`config.mk`:
```
export PLATFORM = sky130hd
export DESIGN_NAME = hazard_scoreboard
export DESIGN_NICKNAME = d
export VERILOG_FILES = /design/src/rtl/hazard_scoreboard.sv
export SDC_FILE = /design/constraint.sdc
export NUM_CORES = 1
export LEC_CHECK = 0
export BUFFER_PORTS_ARGS = -buffer_cell sky130_fd_sc_hd__buf_2
export CAP_MARGIN = 30
export CORE_MARGIN = 8
export CORE_UTILIZATION = 40
export DETAILED_ROUTE_END_ITERATION = 10
export MAX_ROUTING_LAYER = met4
export PLACE_DENSITY = 0.78
export SLEW_MARGIN = 20
export SYNTH_ARGS = -nofsm -noshare
export SYNTH_HDL_FRONTEND = slang
export SYNTH_SLANG_ARGS = --single-unit
```
`constraint.sdc`:
```
create_clock -name clk -period 4.26 [get_ports clk]
set_clock_uncertainty 0.15 [all_clocks]
set_input_delay 0 -clock clk [delete_from_list [all_inputs] [get_ports clk]]
set_output_delay 0 -clock clk [all_outputs]
set_load 0.01 [all_outputs]
```
`src/rtl/hazard_scoreboard.sv`:
```
`default_nettype none
// ============================================================================
// Module   : hazard_scoreboard
// Brief    : Load-use hazard unit with shift-register scoreboard of in-flight
//            loads, stall/flush/freeze control and saturating stall counter.
// Revision : 1.0 - initial release
// ============================================================================
module hazard_scoreboard #(
    parameter int REG_AW   = 5,
    parameter int LOAD_LAT = 1,
    parameter int CNT_W    = 16
) (
    input  logic              clk,
    input  logic              rst_n,
    input  logic [REG_AW-1:0] id_rs,
    input  logic [REG_AW-1:0] id_rt,
    input  logic              id_use_rs,
    input  logic              id_use_rt,
    input  logic              ex_valid,
    input  logic              ex_mem_read,
    input  logic [REG_AW-1:0] ex_rd,
    input  logic              branch_taken,
    input  logic              dmem_busy,
    input  logic              cnt_clr,
    output logic              pc_write,
    output logic              ifid_write,
    output logic              ifid_flush,
    output logic              idex_bubble,
    output logic              load_stall,
    output logic [CNT_W-1:0]  stall_cycles
);

    // Arrays are kept at least one entry wide; the LOAD_LAT=1 case never builds them.
    localparam int                c_DEPTH    = (LOAD_LAT > 1) ? LOAD_LAT - 1 : 1;
    localparam logic [REG_AW-1:0] c_ZERO_REG = '0;
    localparam logic [CNT_W-1:0]  c_CNT_MAX  = '1;

    logic             w_ex_load;
    logic             w_ex_hit;
    logic             w_pend_hit;
    logic             w_hazard;
    logic [CNT_W-1:0] r_cnt;

    function automatic logic f_match(
        input logic [REG_AW-1:0] r,
        input logic [REG_AW-1:0] rs,
        input logic [REG_AW-1:0] rt,
        input logic              use_rs,
        input logic              use_rt
    );
        return (r != c_ZERO_REG) && ((use_rs && (rs == r)) || (use_rt && (rt == r)));
    endfunction

    assign w_ex_load = ex_valid & ex_mem_read & (ex_rd != c_ZERO_REG);
    assign w_ex_hit  = w_ex_load & f_match(ex_rd, id_rs, id_rt, id_use_rs, id_use_rt);
    assign w_hazard  = w_ex_hit | w_pend_hit;

    generate
        if (LOAD_LAT > 1) begin : g_sb
            logic [c_DEPTH-1:0]             r_pend_v;
            logic [c_DEPTH-1:0][REG_AW-1:0] r_pend_rd;

            // Loads already past ID keep moving even while ID stalls or is flushed.
            always_ff @(posedge clk or negedge rst_n) begin
                if (!rst_n) begin
                    r_pend_v  <= '0;
                    r_pend_rd <= '0;
                end else if (!dmem_busy) begin
                    r_pend_v[0]  <= w_ex_load;
                    r_pend_rd[0] <= ex_rd;
                    for (int k = 1; k < c_DEPTH; k++) begin
                        r_pend_v[k]  <= r_pend_v[k-1];
                        r_pend_rd[k] <= r_pend_rd[k-1];
                    end
                end
            end

            always_comb begin
                w_pend_hit = 1'b0;
                for (int k = 0; k < c_DEPTH; k++) begin
                    if (r_pend_v[k] && f_match(r_pend_rd[k], id_rs, id_rt, id_use_rs, id_use_rt)) begin
                        w_pend_hit = 1'b1;
                    end
                end
            end
        end else begin : g_no_sb
            assign w_pend_hit = 1'b0;
        end
    endgenerate

    always_comb begin
        pc_write    = 1'b1;
        ifid_write  = 1'b1;
        ifid_flush  = 1'b0;
        idex_bubble = 1'b0;
        load_stall  = 1'b0;
        if (dmem_busy) begin
            pc_write   = 1'b0;
            ifid_write = 1'b0;
        end else if (branch_taken) begin
            // The ID instruction is killed, so any hazard it carries is moot.
            ifid_flush  = 1'b1;
            idex_bubble = 1'b1;
        end else if (w_hazard) begin
            pc_write    = 1'b0;
            ifid_write  = 1'b0;
            idex_bubble = 1'b1;
            load_stall  = 1'b1;
        end
    end

    always_ff @(posedge clk or negedge rst_n) begin
        if (!rst_n) begin
            r_cnt <= '0;
        end else if (cnt_clr) begin
            r_cnt <= '0;
        end else if (load_stall && (r_cnt != c_CNT_MAX)) begin
            r_cnt <= r_cnt + 1'b1;
        end
    end

    assign stall_cycles = r_cnt;

endmodule
`default_nettype wire

```
## Yosys cells after proc, flatten, opt, wreduce, memory -nomap -nowiden

Index checks and enable logic that the tools add are counted.

- Register bits after elaboration: 16
- Input bits: 24
- Word-level logic and storage cells: 27

- Add/subtract/negate cells: 1
- Equality and inequality tests: 3
- Mux-type cells: 12
- Bitwise operators: 3
- Reduce and logical (&&, ||, !) cells: 7

Operators with widths:

| operator | number |
|---|---|
| 2-to-1 mux 16 bit | 2 |
| adder 16 x 1 -> 16 bit (second input constant) | 1 |
| != test 16 bit (second input constant) | 1 |
| equality test 5 bit | 2 |
| 2-to-1 mux 1 bit | 10 |
| nonzero test 5 bit | 1 |
| logical AND 1 bit | 4 |
| bitwise AND 1 bit | 3 |
| nonzero test 2 bit | 1 |
| logical OR 1 bit | 1 |

## Longest topological paths before layout

Gate-level depths: netlist of run 1.

- Depth after elaboration: 11
- Depth in mapped cells: 7
- Depth with buffers taken out: 6

## Worst setup path after synthesis of run 1

No wires, ideal clock.

- Kind: register -> register
- Start point: reg r_cnt[0], in the netlist stall_cycles[0]
- End point: reg r_cnt[11], in the netlist stall_cycles[11]
- Library setup time: 0.136 ns
- Arrival: 1.716 ns
- Slack: 2.258 ns
- Cell stages (with the launch flop): 8
- Buffers on the path: 1
- Clock period less this slack: 2.002 ns
- Cells stage by stage: dfrtp_1 ha_1 nand4_1 or4_1 buf_2 nand4_1 or3_1 a21oi_1

- Cells in the longest elaborated chain, start to end: 3

RTL lines:

| what | RTL line | source |
|---|---|---|
| start, declared | 42 | `logic [CNT_W-1:0] r_cnt;` |
| start signal, assigned | 118 | `r_cnt <= r_cnt + 1'b1;` |
| adder 16 x 1 -> 16 bit / != test 16 bit (equally long branches) | 118, 117 |  |
| 2-to-1 mux 16 bit / logical AND 1 bit (equally long branches) | 117 | `end else if (load_stall && (r_cnt != c_CNT_MAX)) begin` |
| 2-to-1 mux 16 bit / nonzero test 2 bit (equally long branches) | - |  |

Parallel ways exist; a longest one is shown, timed or not. The select of a mux whose other input is x is not followed.
A chain may end at the register's enable or synchronous reset.

## Worst setup path after layout of run 1

- Start point: reg r_cnt[0], in the netlist stall_cycles[0]
- End point: reg r_cnt[4], in the netlist stall_cycles[4]

Same word-level chain as after synthesis.

==> results of run 1 <==
## area by class of cell
class	instances	area, sq um
Sequential cell	16	400.4
Timing Repair Buffer	46	240.2
Fill cell	292	1344
Clock buffer	3	22.52
Inverter	2	7.507
Multi-Input combinational cell	110	656.9
Tap cell	31	38.79
## worst register-to-register path, stage by stage (launching register included)
cell	delay, ns
dfrtp_1	0.43
ha_1	0.21
nand4_1	0.15
or4_1	0.72
nand2_1	0.33
o31ai_1	0.12
a21oi_1	0.17
## final timing paths
path                       slack [ns]          endpoint  cells past startpoint              from
max reg2reg                      1.89   stall_cycles[4]                      6   stall_cycles[0]
min reg2reg                      0.44  stall_cycles[14]                      2  stall_cycles[14]
min in group clk                 0.12        load_stall                      3      branch_taken
min                            -0.007   stall_cycles[9]                      2             rst_n
max in group asynchronous        3.69  stall_cycles[13]                      2             rst_n
max                              1.89   stall_cycles[4]                      6   stall_cycles[0]
## power by group through the flow
stage               sequential (mW)  combinational, mW  clock (mW)
floorplan                     0.155             0.0214           0
global placement              0.155             0.0398           0
detailed placement            0.155             0.0418           0
CTS                           0.152             0.0433      0.0821
global route                  0.152             0.0475      0.0890
finish                        0.152             0.0428      0.0798
## cells by family after synthesis
group,Yosys count,share of synthesized area (%)
compound gates,35,17.96
xor+xnor,10,7.856
fa+ha+maj,1,1.122
buf+inv,11,5.163
flops,16,35.91
simple gates,64,31.99
## per-stage QoR
stage | area [sq um] | utilization [%] | total power, mW
6_report | 1366 | 50.42 | 0.2744
5_1_grt | 1366 | 50.42 | 0.2884
4_1_cts | 1366 | 50.42 | 0.2772
3_5_place_dp | 1324 | 48.85 | 0.1966
3_3_place_gp | 1324 | 48.85 | 0.1947
2_1_floorplan | 1115 | - | 0.1762
## synthesized netlist by cell type (all sizes together)
library cell	n	area, sq um
dfrtp	16	400.4
a21oi	15	75.07
nand3	13	65.06
o21ai	11	55.05
nand4	10	62.56
or3	10	62.56
xnor2	10	87.58
nand2	8	30.03
nor2	8	30.03
or4	7	52.55
buf	6	38.79
o31ai	5	37.54
clkbuf	3	11.26
and3	2	12.51
inv	2	7.510
nand2b	2	12.51
nor3	2	10.01
a31oi	1	6.260
and4	1	8.760
ha	1	12.51
o22a	1	8.760
o22ai	1	6.260
o311a	1	11.26
or4b	1	10.01
## metal layers
layer  up-vias  wire length, um  global-route usage (%)
met4         0               14                   5.263
met2        51             1470                   22.65
met1       577             1233                   15.36
met5         -                0                       -
li1        601                -                       -
met3         2              421                   3.554
## repair_timing
item | 4_1_cts | 5_1_grt
endpoints found under the setup margin | 0 | 0
hold buffers | 2 | 0
hold endpoints to repair | 30 | 0
==> impl_metrics.py, run 1 <==
metrics = {
    "run_status": {
        "outcome": "finished with violations",
        "violations": "hold timing",
    },
    "logic_synthesis": {
        "synth.distinct_cells": 27,
        "syn_nets": 162,
        "netlist_instances": 137,
        "synth_area_sq_um": 1115,
        "yosysSeqAreaShare_pct": 35.91,
        "avgSynthCellArea_sq_um": 8.137,
        "ys_warn_count": 0,
        "synth-seq-cells": 16,
    },
    "place": {
        "pre_cts_ws_ns": 1.929,
        "port_buffers": 44,
        "hpwlAfterDp_um": 2459,
        "dp_cells": 203,
        "routabilityCongestion": 0.8564,
    },
    "worst_setup_path": {
        "critPathKind": "reg -> reg",
        "crit_slowest_cell": "or4_1",
        "crit_path_max_fanout": 11,
        "startpoint_type": "flip-flop",
        "path_buf_inv": 0,
        "critPathMaxStageDelay_ns": 0.72,
        "required_ns": 4.31,
        "cp_cell_sequence": "ha_1, nand4_1, or4_1, nand2_1, o31ai_1, a21oi_1",
        "cp-end-kind": "flip-flop",
        "worstPathArrival_ns": 2.42,
        "crit_family": "simple AND/OR/NAND/NOR gates",
    },
    "timing": {
        "worst_pin_slew_ns": 0.8572,
        "maxSlewHeadroom_pct": 42.85,
        "setup_viol": 0,
        "grt_setup_unrepaired": "no",
        "hold_viol": 8,
        "maxSlewViolCount": 0,
        "min_period_over_period_pct": 55.54,
        "holdWs_ns": -0.006667,
        "fin_setup_tns_ns": 0,
        "post-route-min-period_ns": 2.366,
        "finalWorstSetupSlack_ns": 1.894,
        "fmax_mhz": 422.6,
    },
    "route": {
        "initialDrtViolationCount": 25,
        "first_pass_iters": 4,
        "drc": 0,
        "wirelength_um": 3139,
        "avgRoutedWirePerCell_um": 15.09,
        "avgViaCountPerCell": 5.918,
        "ant_nets": 0,
        "dr_total_vias": 1231,
    },
    "global_route": {
        "antenna_found_initial": 0,
        "grt_usage_pct": 13.63,
        "grt_pass1_wl_um": 5002,
        "grt_pass1_vias": 1188,
        "grt_remaining_overflow": 0,
        "grt_max_degree": 32,
    },
    "floorplanning": {
        "start_util_pct": 41.14,
        "die_x_um": 68.79,
        "core_sq_um": 2710,
        "die-area_sq_um": 4732,
        "rows": 19,
        "die_h_um": 68.79,
        "pin_count": 45,
    },
    "finish": {
        "diodes": 0,
        "fin_nets": 204,
        "area_delta_synth_final_pct": 22.56,
        "drive_above_1_share_pct": 27.12,
        "layout_common_cells": "buf_2 (44), dfrtp_1 (16), a21oi_1 (15), nand3_1 (13)",
        "final_common_cell": "buf_2",
        "fin_cells": 208,
        "largest_reg_flops": 16,
    },
    "clock_tree": {
        "clock_path_buffers": 2,
        "post_cts_buffers": 0,
        "cts_resized": 0,
        "cts_max_level": 1,
        "clkTransAtPathRegs_ns": 0.10,
        "insertion_delay_ns": 0.29,
        "cts_buffers": 3,
        "cts_root_buf": "clkbuf_4",
        "cts_tree": "done",
        "cts_sinks": 16,
    },
    "pwr": {
        "pwr-share-comb_pct": 15.6,
        "switchingPower_uw": 70.50,
        "peakVddDrop_mv": 0.1629,
        "p_sw_share_pct": 25.69,
        "power_density_nw_per_um2": 200.9,
        "intPower_uw": 203.9,
        "power_frac_seq_pct": 55.3,
        "p_clk_share_pct": 29.1,
        "leakage_nw": 0.5670,
    },
    "worst_hold_path": {
        "worst_hold_path_type": "in -> async",
    },
    "job": {
        "drv_cap": 0,
    },
}
(Power assumes the default switching activity.)
==> run 2: changes to the inputs <==
PLACE_DENSITY = 0.81   (was 0.78)
clock period = 2.1 ns   (was 4.26 ns; I/O delays follow)
==> impl_metrics.py, run 2 (same netlist as run 1, synthesis figures left out) <==
metrics = {
    "timing": {
        "fin_setup_tns_ns": 0,
        "finalWorstSetupSlack_ns": 0.08653,
        "fmax_mhz": 496.7,
        "min_period_over_period_pct": 95.88,
        "worst_pin_slew_ns": 0.4887,
        "maxSlewViolCount": 0,
        "hold_viol": 0,
        "setup_viol": 0,
        "holdWs_ns": 0.002535,
        "grt_setup_unrepaired": "no",
        "post-route-min-period_ns": 2.013,
        "maxSlewHeadroom_pct": 67.42,
    },
    "clock_tree": {
        "cts_buffers": 3,
        "clkTransAtPathRegs_ns": 0.09,
        "cts_max_level": 1,
        "cts_root_buf": "clkbuf_4",
        "cts_tree": "done",
        "post_cts_buffers": 0,
        "cts_sinks": 16,
        "insertion_delay_ns": 0.28,
        "clock_path_buffers": 2,
    },
    "worst_setup_path": {
        "worstSetupStartpoint": "stall_cycles[0]",
        "worstPathArrival_ns": 2.06,
        "rr_startpoint": "stall_cycles[0]",
        "startpoint_type": "flip-flop",
        "critPathKind": "reg -> reg",
        "cp-end-kind": "flip-flop",
        "crit_path_max_fanout": 10,
        "required_ns": 2.14,
    },
    "floorplanning": {
        "die_x_um": 68.79,
        "die_h_um": 68.79,
        "core_sq_um": 2710,
        "start_util_pct": 41.14,
        "die-area_sq_um": 4732,
        "pin_count": 45,
        "rows": 19,
    },
    "place": {
        "dp_cells": 214,
        "hpwlAfterDp_um": 2562,
        "place_area_sq_um": 1406,
        "pre_cts_ws_ns": 0.1102,
        "port_buffers": 44,
        "routabilityCongestion": 0.8438,
    },
    "global_route": {
        "grt_usage_pct": 14.90,
        "grt_pass1_wl_um": 5292,
        "grt_max_degree": 19,
        "grt_remaining_overflow": 0,
        "grt_pass1_vias": 1175,
        "antenna_found_initial": 0,
    },
    "worst_hold_path": {
        "worst_hold_path_type": "in -> async",
    },
    "route": {
        "avgRoutedWirePerCell_um": 14.95,
        "drc": 0,
        "dr_total_vias": 1223,
        "first_pass_iters": 4,
        "initialDrtViolationCount": 59,
        "ant_nets": 0,
        "wirelength_um": 3273,
        "avgViaCountPerCell": 5.584,
    },
    "finish": {
        "area_delta_synth_final_pct": 31.09,
        "largest_reg_flops": 16,
        "fin_util_pct": 53.92,
        "diodes": 0,
        "design_area_sq_um": 1461,
        "final_common_cell": "buf_2",
        "drive_above_1_share_pct": 32.98,
        "fin_cells": 219,
        "fill_cells": 289,
        "layout_common_cells": "buf_2 (44), dfrtp_1 (16), a21oi_1 (15), nand3_1 (13)",
        "fin_nets": 215,
    },
    "pwr": {
        "leakage_nw": 0.6224,
        "p_total_uw": 552.6,
        "peakVddDrop_mv": 0.3171,
        "power_density_nw_per_um2": 378.1,
    },
    "run_status": {
        "outcome": "finished, final reports clean",
    },
    "job": {
        "drv_cap": 0,
    },
}
==> run 2: changes by cell type in the layout (fill, tap and decap cells not counted) <==
| cell | change |
|---|---|
| ha_2 | +1 |
| or4_1 | -1 |
| ha_1 | -1 |
| buf_6 | +1 |
| nand2_1 | -1 |
| or4_4 | +1 |
| buf_4 | +10 |
| nand2_2 | +1 |
==> run 2: layout make-up <==
cell class	count	area, sq um	share of cell area (%)
repair buffers	57	326.6	22.35
flip-flops and latches	16	400.4	27.40
multi-input cells	110	665.6	45.55
inverters	2	7.507	0.5137
well taps	31	38.79	2.654
clock buffers	3	22.52	1.541
==> run 2: power by group <==
| group | total, mW | switching, mW | internal, mW |
|---|---|---|---|
| Combinational | 0.0886 | 0.0485 | 0.0402 |
| Clock | 0.156 | 0.0895 | 0.0666 |
| Sequential | 0.308 | 0.0000354 | 0.308 |
| Total | 0.553 | 0.138 | 0.415 |
==> run 2: worst paths after layout <==
kind                               endpoint  slack [ns]  depth (start not counted)
setup / recovery           stall_cycles[13]        0.09                          7
setup reg to reg           stall_cycles[13]        0.09                          7
hold / removal              stall_cycles[7]       0.003                          2
hold reg to reg            stall_cycles[14]        0.44                          2
min in group clk                 load_stall        0.12                          3
max in group asynchronous  stall_cycles[10]        1.52                          2
==> run 2: what timing repair did <==
action,CTS,global route
hold buffers,2,0
resized for setup,0,4
endpoints found under the hold margin,30,0
setup endpoints to repair,0,6
==> run 2: worst max-delay path, stage by stage, from the launching register on <==
cell	delay, ns
dfrtp_1	0.36
ha_2	0.19
nand4_1	0.15
or4_4	0.56
buf_6	0.16
nand4_1	0.10
o21ai_1	0.06
a21oi_1	0.19
==> run 2: routing by layer <==
metal / global-route usage [%] / vias to the layer above / routed length (um)
li1: - / 623 / -
met1: 17.75 / 559 / 1392
met2: 25.09 / 35 / 1686
met3: 2.100 / 6 / 156
met4: 5.263 / 0 / 38
met5: - / - / 0
